$ cat src/rtl/lsu_mem_port.sv
// Load/store unit port to a single-ported word memory: sub-word loads with extension,
// sub-word stores by read-modify-write. Optional misalignment trap: LSU_MISALIGN_CHECK_EN.
module lsu_mem_port #(
    parameter int ADDR_W = 32
) (
    input  logic              clk,
    input  logic              reset_n,
    input  logic              req_valid,
    output logic              req_ready,
    input  logic              req_we,
    input  logic [1:0]        req_size,
    input  logic              req_signed,
    input  logic [ADDR_W-1:0] req_addr,
    input  logic [31:0]       req_wdata,
    output logic              resp_valid,
    output logic [31:0]       resp_rdata,
    output logic              resp_err,
    output logic              mem_we,
    output logic [ADDR_W-1:0] mem_a,
    output logic [31:0]       mem_wd,
    input  logic [31:0]       mem_rd
);

    typedef enum logic [2:0] {IDLE, LOAD, RMW_RD, WRITE, RESP} state_t;

    typedef struct packed {
        logic              we;
        logic [1:0]        size;
        logic              sgn;
        logic [ADDR_W-1:0] addr;
    } req_t;

    state_t      state_q, state_d;
    req_t        q;
    logic [31:0] rdata_q, wd_q;
    logic        misalign;
    logic        accept;

    assign accept = (state_q == IDLE) && req_valid;

`ifdef LSU_MISALIGN_CHECK_EN
    logic err_q;
    // size 11 behaves as a word, so size[1] selects the word alignment rule
    assign misalign = (req_size == 2'b01 && req_addr[0]) ||
                      (req_size[1] && req_addr[1:0] != 2'b00);
    assign resp_err = err_q;
`else
    assign misalign = 1'b0;
    assign resp_err = 1'b0;
`endif

    always_comb begin
        state_d = state_q;
        case (state_q)
            IDLE: begin
                if (req_valid) begin
                    if (misalign)       state_d = RESP;
                    else if (!req_we)   state_d = LOAD;
                    else if (req_size[1]) state_d = WRITE;
                    else                state_d = RMW_RD;
                end
            end
            LOAD:    state_d = RESP;
            RMW_RD:  state_d = WRITE;
            WRITE:   state_d = RESP;
            RESP:    state_d = IDLE;
            default: state_d = IDLE;
        endcase
    end

    // Lane extraction for loads and lane merge for sub-word stores
    logic [7:0]  byte_sel;
    logic [15:0] half_sel;
    logic [31:0] ld_ext, merged;

    always_comb begin
        byte_sel = mem_rd[{q.addr[1:0], 3'b000} +: 8];
        half_sel = q.addr[1] ? mem_rd[31:16] : mem_rd[15:0];
        case (q.size)
            2'b00:   ld_ext = {{24{q.sgn & byte_sel[7]}}, byte_sel};
            2'b01:   ld_ext = {{16{q.sgn & half_sel[15]}}, half_sel};
            default: ld_ext = mem_rd;
        endcase
        merged = mem_rd;
        if (q.size == 2'b00)
            merged[{q.addr[1:0], 3'b000} +: 8] = wd_q[7:0];
        else
            merged[{q.addr[1], 4'b0000} +: 16] = wd_q[15:0];
    end

    always_ff @(posedge clk or negedge reset_n) begin
        if (!reset_n) begin
            state_q <= IDLE;
            q       <= '0;
            rdata_q <= '0;
            wd_q    <= '0;
`ifdef LSU_MISALIGN_CHECK_EN
            err_q   <= 1'b0;
`endif
        end else begin
            state_q <= state_d;
            if (accept) begin
                q.we    <= req_we;
                q.size  <= req_size;
                q.sgn   <= req_signed;
                q.addr  <= req_addr;
                wd_q    <= req_wdata;
                rdata_q <= '0;
`ifdef LSU_MISALIGN_CHECK_EN
                err_q   <= misalign;
`endif
            end
            if (state_q == LOAD)   rdata_q <= ld_ext;
            if (state_q == RMW_RD) wd_q    <= merged;
        end
    end

    assign req_ready  = (state_q == IDLE);
    assign resp_valid = (state_q == RESP);
    assign resp_rdata = rdata_q;
    assign mem_we     = (state_q == WRITE);
    assign mem_a      = {q.addr[ADDR_W-1:2], 2'b00};
    assign mem_wd     = wd_q;

endmodule

$ cat config.mk
export PLATFORM = sky130hd
export DESIGN_NAME = lsu_mem_port
export DESIGN_NICKNAME = d
export VERILOG_FILES = /design/src/rtl/lsu_mem_port.sv
export SDC_FILE = /design/constraint.sdc
export NUM_CORES = 1
export LEC_CHECK = 0
export CORE_UTILIZATION = 41
export DETAILED_ROUTE_END_ITERATION = 16
export PLACE_DENSITY = 0.89
export SYNTH_ARGS = -nofsm -noshare
export SYNTH_HDL_FRONTEND = slang
export SYNTH_SLANG_ARGS = --single-unit
$ cat constraint.sdc
create_clock -name clk -period 2.2 [get_ports clk]
set_clock_uncertainty 0.05 [all_clocks]
set_input_delay 0.33 -clock clk [delete_from_list [all_inputs] [get_ports clk]]
set_output_delay 0.33 -clock clk [all_outputs]
set_load 0.005 [all_outputs]
==> results_dict.tcl, run 1 <==
set metrics [dict create \
    status "complete, no violations" \
    endpoint_kind "flip-flop" \
    worst-setup-path-type "reg2reg" \
    yosysWarnings 0 \
    path_delay_family "compound AO/OA/AOI/OAI gates" \
    fin_ws_ns 0.0948 \
    yosysMostFrequentCell "nand2_1" \
    drc 0 \
    drt_wl_total_um 18200 \
    dp_slack_ns -0.137 \
    drv_cap 0 \
    fmax_mhz 475 \
    final_util_pct 62.3 \
    synth_area_leaders "dfrtp_1 (46%), nand2_1 (8.3%), buf_4 (4.6%)" \
    start_util_pct 42.8 \
    async_flop_share_pct 100 \
    synth_cells 583 \
    relSlewSlack_pct 46.7 \
    grt.total_usage_pct 26.6 \
    powerDensity_mw_per_mm2 1420 \
    worstPathCellList "inv_1 -> ha_1 -> nor4bb_2 -> buf_4 -> a221oi_1 -> a211oi_1 -> a221o_1" \
    antenna_found_initial 0 \
    worst-path-max-fanout 8 \
    crit_buf_inv 2 \
    cts.htree.levels 3 \
    rrSetupSlack_ns 0.09 \
    max_stage_delay_ns 0.45 \
    numCtsBuffers 9 \
    crit_path_start_kind "flip-flop" \
    clk_latency_ns 0.34 \
    hold_viol 0 \
    drt_first_pass_iters 7 \
    grt_max_degree 42 \
    rsz0062_at_grt "false" \
    ant_nets 0 \
    overflow 0 \
    die_w_um 118 \
    wl_per_cell_um 19.3 \
    synth_edf_count 0 \
    synth_top_area_share_pct 46.4 \
    grt_pass1_vias 5257 \
    placed_cells 929 \
    finalCritPeriodShare_pct 95.7 \
    root_buffer "clkbuf_16" \
    cts_max_path_buffers 2 \
    clkTransAtPathRegs_ns 0.07 \
    grt_pass1_wl_um 28500 \
    yosysSeqAreaShare_pct 46.4 \
    top_level_ports 203 \
    syn_avg_cell_area_sq_um 9.44 \
    dieArea_sq_mm 0.0139 \
    worstMarginPinSlew_ns 0.793 \
    min_path_type "reg2reg" \
    cts_tree "built" \
    crit_required_ns 2.43 \
    synth_area_sq_mm 0.00551 \
    report.final.setup_viol 0 \
    die_y_um 118 \
    port_buffers 199 \
    critPathSlowestCell "dfrtp_2" \
    yosysTopAreaCell "dfrtp_1" \
    power.total_mw 11.4 \
    gp_congestion 0.928 \
    drive_above_1_share_pct 12.0 \
    slew_viol_final 0 \
    arrival_ns 2.34 \
    stdcell_count 945 \
    synthTopCellsByCount "nand2_1 (121), dfrtp_1 (102), o21ai_0 (42), buf_4 (34)" \
    design.core.area_sq_mm 0.0129 \
    place_hpwl_um 13600 \
    ys.flop_type "dfrtp_1" \
    via_per_inst 5.62 \
    n_antenna_cell 0 \
    cts_sinks 102 \
    routed-via-count 5310 \
    p_leak_nw 3.53 \
    cts_setup_buffers 0 \
    vdd_ir_drop_max_uv 651 \
    min_period_ns 2.11 \
    layout.nets 877 \
    row_count 41 \
    whs_ns 0.426 \
    synth.distinct_cells 51 \
    area_growth_syn_to_layout_pct 45.8 \
    ys_seq_elements 102 \
    drt_iter0_drc 451 \
]
==> registers in the layout, indices dropped and copies added, names as in the netlist <==
register	count
mem_a	30
q	5
state_q	3
mem_wd	32
resp_rdata	32
==> final cells by class <==
class	count	area, sq um
Sequential cell	102	2550
Clock buffer	10	239
Tap cell	172	215
Multi-Input combinational cell	397	2500
Clock inverter	5	60.1
Timing Repair Buffer	247	2410
Inverter	12	45.0
Fill cell	1045	4850
==> worst reg2reg max path, cell delays in order (launching register included) <==
cell and delay [ns]:
dfrtp_2 0.45, inv_1 0.14, ha_1 0.36, nor4bb_2 0.33, buf_4 0.21, a221oi_1 0.09, a211oi_1 0.28, a221o_1 0.15
==> cell usage in the layout (no fill, tap or decap), types with 13 or more instances in the layout <==
cell type / Yosys / layout
a221o_1: 23 / 23
buf_4: 34 / 43
o21ai_0: 42 / 42
nand2_1: 121 / 121
dfrtp_1: 102 / 101
mux2_2: 13 / 13
a21oi_1: 27 / 27
o22ai_1: 13 / 13
clkdlybuf4s50_1: 0 / 198
nor2_1: 27 / 26
mux2i_1: 17 / 17
==> logic make-up after synthesis <==
family,count (synthesis),synth area share (%)
simple gates,199,16.4
compound gates,159,20.9
flops,102,46.4
buf+inv,86,9.02
mux,31,6.16
fa+ha+maj,5,1.14
other cells,1,0.0681
==> routing by layer <==
| layer | up-vias | share of wire, % | global-route usage [%] | routed length [um] |
|---|---|---|---|---|
| met5 | - | 0 | 0 | 0 |
| met2 | 294 | 46 | 41.0 | 8460 |
| met3 | 52 | 8.0 | 5.57 | 1460 |
| met1 | 2541 | 42 | 35.2 | 7650 |
| met4 | 0 | 3.7 | 13.8 | 668 |
| li1 | 2423 | - | - | - |
==> repair_timing <==
action / 4_1_cts / 5_1_grt
hold buffers: 1 / 0
hold endpoints to repair: 27 / 0
resized for setup: 0 / 5
setup endpoints to repair: 0 / 10
==> report_power, final <==
part           switching, mW  internal (mW)  total, mW
sequential             0.708           2.76       3.47
clock                  0.712          0.910       1.62
combinational           3.01           3.29       6.31
total                   4.43           6.97       11.4
==> stage by stage <==
step | area, sq um | TNS (ns)
floorplan | 5510 | 0
global route | 8030 | 0
CTS | 8010 | 0
global placement | 7700 | 0
detailed placement | 7700 | -0.566
finish | 8030 | 0
==> final timing paths <==
path	from	endpoint	cells past startpoint
setup / recovery	q[0]	mem_wd[31]	7
hold / removal	mem_a[6]	mem_a[6]	2
setup reg to reg	q[0]	mem_wd[31]	7
hold reg to reg	mem_a[6]	mem_a[6]	2
max in group asynchronous	reset_n	mem_a[29]	3
min in group asynchronous	reset_n	resp_rdata[19]	2
Power figures use the tool's default switching activity.
==> run 2: changes to the inputs <==
==> constraint.sdc (replaced) <==
create_clock -name clk -period 1.7 [get_ports clk]
set_clock_uncertainty 0.05 [all_clocks]
set_input_delay 0.255 -clock clk [delete_from_list [all_inputs] [get_ports clk]]
set_output_delay 0.255 -clock clk [all_outputs]
set_load 0.005 [all_outputs]
==> run 2 against run 1 <==
Net effect: the run now ends with negative setup slack left; largest power group unchanged; first-iteration DRC count rose by 96%; combinational power rose by 110%; critical path type unchanged; largest cell class is now non-clock buffers; setup slack got worse by 0.71 ns.
==> results_dict.tcl, run 2 (synthesized netlist as in run 1, its figures left out) <==
set metrics [dict create \
    layout.nets 968 \
    stdcell_count 1037 \
    drive_above_1_share_pct 34.3 \
    worstPathCellList "buf_6 -> inv_8 -> ha_4 -> nand3b_1 -> buf_4 -> o22ai_1 -> a221oi_2 -> a21oi_1" \
    cts.htree.levels 3 \
    crit_required_ns 1.93 \
    wl_per_cell_um 26.0 \
    finalCritPeriodShare_pct 136 \
    min_path_type "in2async" \
    top_level_ports 203 \
    die_w_um 118 \
    path_delay_family "compound AO/OA/AOI/OAI gates" \
    fmax_mhz 432 \
    die_y_um 118 \
    numCtsBuffers 9 \
    drt_wl_total_um 27000 \
    drt_iter0_drc 886 \
    port_buffers 199 \
    grt_pass1_wl_um 34600 \
    layout_common_cells "clkdlybuf4s50_1 (195), nand2_1 (112), dfrtp_1 (92)" \
    overflow 0 \
    status "complete, but fails checks" \
    max_stage_delay_ns 0.48 \
    violations "negative setup slack" \
    cts_max_path_buffers 2 \
    rrSetupSlack_ns -0.61 \
    cts_tree "built" \
    clkTransAtPathRegs_ns 0.07 \
    cts_sinks 102 \
    drv_cap 0 \
    crit_buf_inv 3 \
    via_per_inst 6.28 \
    row_count 41 \
    drc 0 \
    clk_latency_ns 0.37 \
    powerDensity_mw_per_mm2 2080 \
    rr_endpoint "mem_wd[14]" \
    p_leak_nw 4.25 \
    arrival_ns 2.55 \
    crit_path_start_kind "flip-flop" \
    placed_cells 960 \
    routed-via-count 6508 \
    root_buffer "clkbuf_16" \
    r2r_start "q[1]" \
    gp_congestion 0.915 \
    ant_nets 0 \
    dieArea_sq_mm 0.0139 \
    drt_first_pass_iters 16 \
    final_common_cell "clkdlybuf4s50_1" \
    worstMarginPinSlew_ns 0.636 \
    design.core.area_sq_mm 0.0129 \
    place_hpwl_um 14000 \
    rsz0062_at_grt "true" \
    reg2reg_depth 8 \
    nFillCells 764 \
    worst-setup-path-type "reg2reg" \
    area_growth_syn_to_layout_pct 76.9 \
    report.final.setup_viol 102 \
    relSlewSlack_pct 57.6 \
    slew_viol_final 0 \
    grt_max_degree 60 \
    worst-path-max-fanout 4 \
    min_period_ns 2.31 \
    grt_pass1_vias 6029 \
    endpoint_kind "flip-flop" \
    vdd_ir_drop_max_uv 864 \
    n_antenna_cell 0 \
    antenna_found_initial 1 \
    start_util_pct 42.8 \
    fin_ws_ns -0.614 \
    critPathSlowestCell "o22ai_1" \
    grt.total_usage_pct 32.8 \
    power.total_mw 20.3 \
    hold_viol 0 \
]
==> run 2: cell count changes in the layout (fill, tap and decap cells not counted), sizes merged, moves of 2 or more <==
| cell | before | now |
|---|---|---|
| clkdlybuf4s50 | 198 | 195 |
| bufinv | 1 | 3 |
| buf | 48 | 136 |
| clkbuf | 10 | 14 |
==> run 2: area by class of cell <==
cell class / instances / area, sq um / area share [%]
tap: 172 / 215 / 2.21
inverter: 12 / 52.6 / 0.540
multi-input combinational: 399 / 3120 / 32.0
timing repair buffer: 336 / 3450 / 35.4
clock inverter: 6 / 109 / 1.12
clock buffer: 10 / 229 / 2.35
sequential: 102 / 2560 / 26.3
==> run 2: how the worst max path moves through the flow <==
| stage | cells after the start | startpoint | end |
|---|---|---|---|
| 4_1_cts | 8 | q[1] | mem_wd[31] |
| 2_1_floorplan | 8 | q[1] | mem_wd[15] |
| 3_3_place_gp | 6 | mem_rd[7] | resp_rdata[22] |
| 5_1_grt | 8 | q[1] | mem_wd[14] |
| 3_5_place_dp | 6 | mem_rd[31] | resp_rdata[22] |
| 6_report | 8 | q[1] | mem_wd[14] |
==> run 2: tightest hold or removal path, delay by kind of cell <==
kind,cells,cell delay (ns)
buffers and inverters,3,0.91
==> run 2: where the power goes <==
group          internal [mW]  switching (mW)  total (mW)
logic                   6.92            6.26        13.2
registers               3.60            1.03        4.63
clock network           1.44            1.01        2.45
==> run 2: through the flow <==
stage	hold slack (ns)	util, %	instance area [sq um]	TNS, ns	setup slack (ns)
finish	0.368	75.6	9740	-17.97	-0.614
global route	0.385	75.6	9740	-20.88	-0.549
floorplan	-0.0906	-	5700	-4.49	-0.217
CTS	0.373	70.8	9120	-5.72	-0.148
detailed placement	0.211	63.1	8120	-21.19	-0.366
global placement	0.208	63.1	8120	-17.53	-0.259
==> run 2: metal layers <==
metal | wire, um | GRT usage (%)
met5 | 0 | 0
met4 | 2270 | 20.8
met3 | 3400 | 8.58
met2 | 12000 | 51.2
met1 | 9260 | 40.2
==> run 2: what timing repair did <==
item                                   CTS  global route
setup buffers                           24            31
resized for setup                      126            84
pin swaps                               39            40
gates cloned                             5             5
endpoints found under the hold margin  102             0
setup endpoints to repair              101           104
hold buffers                             1             0
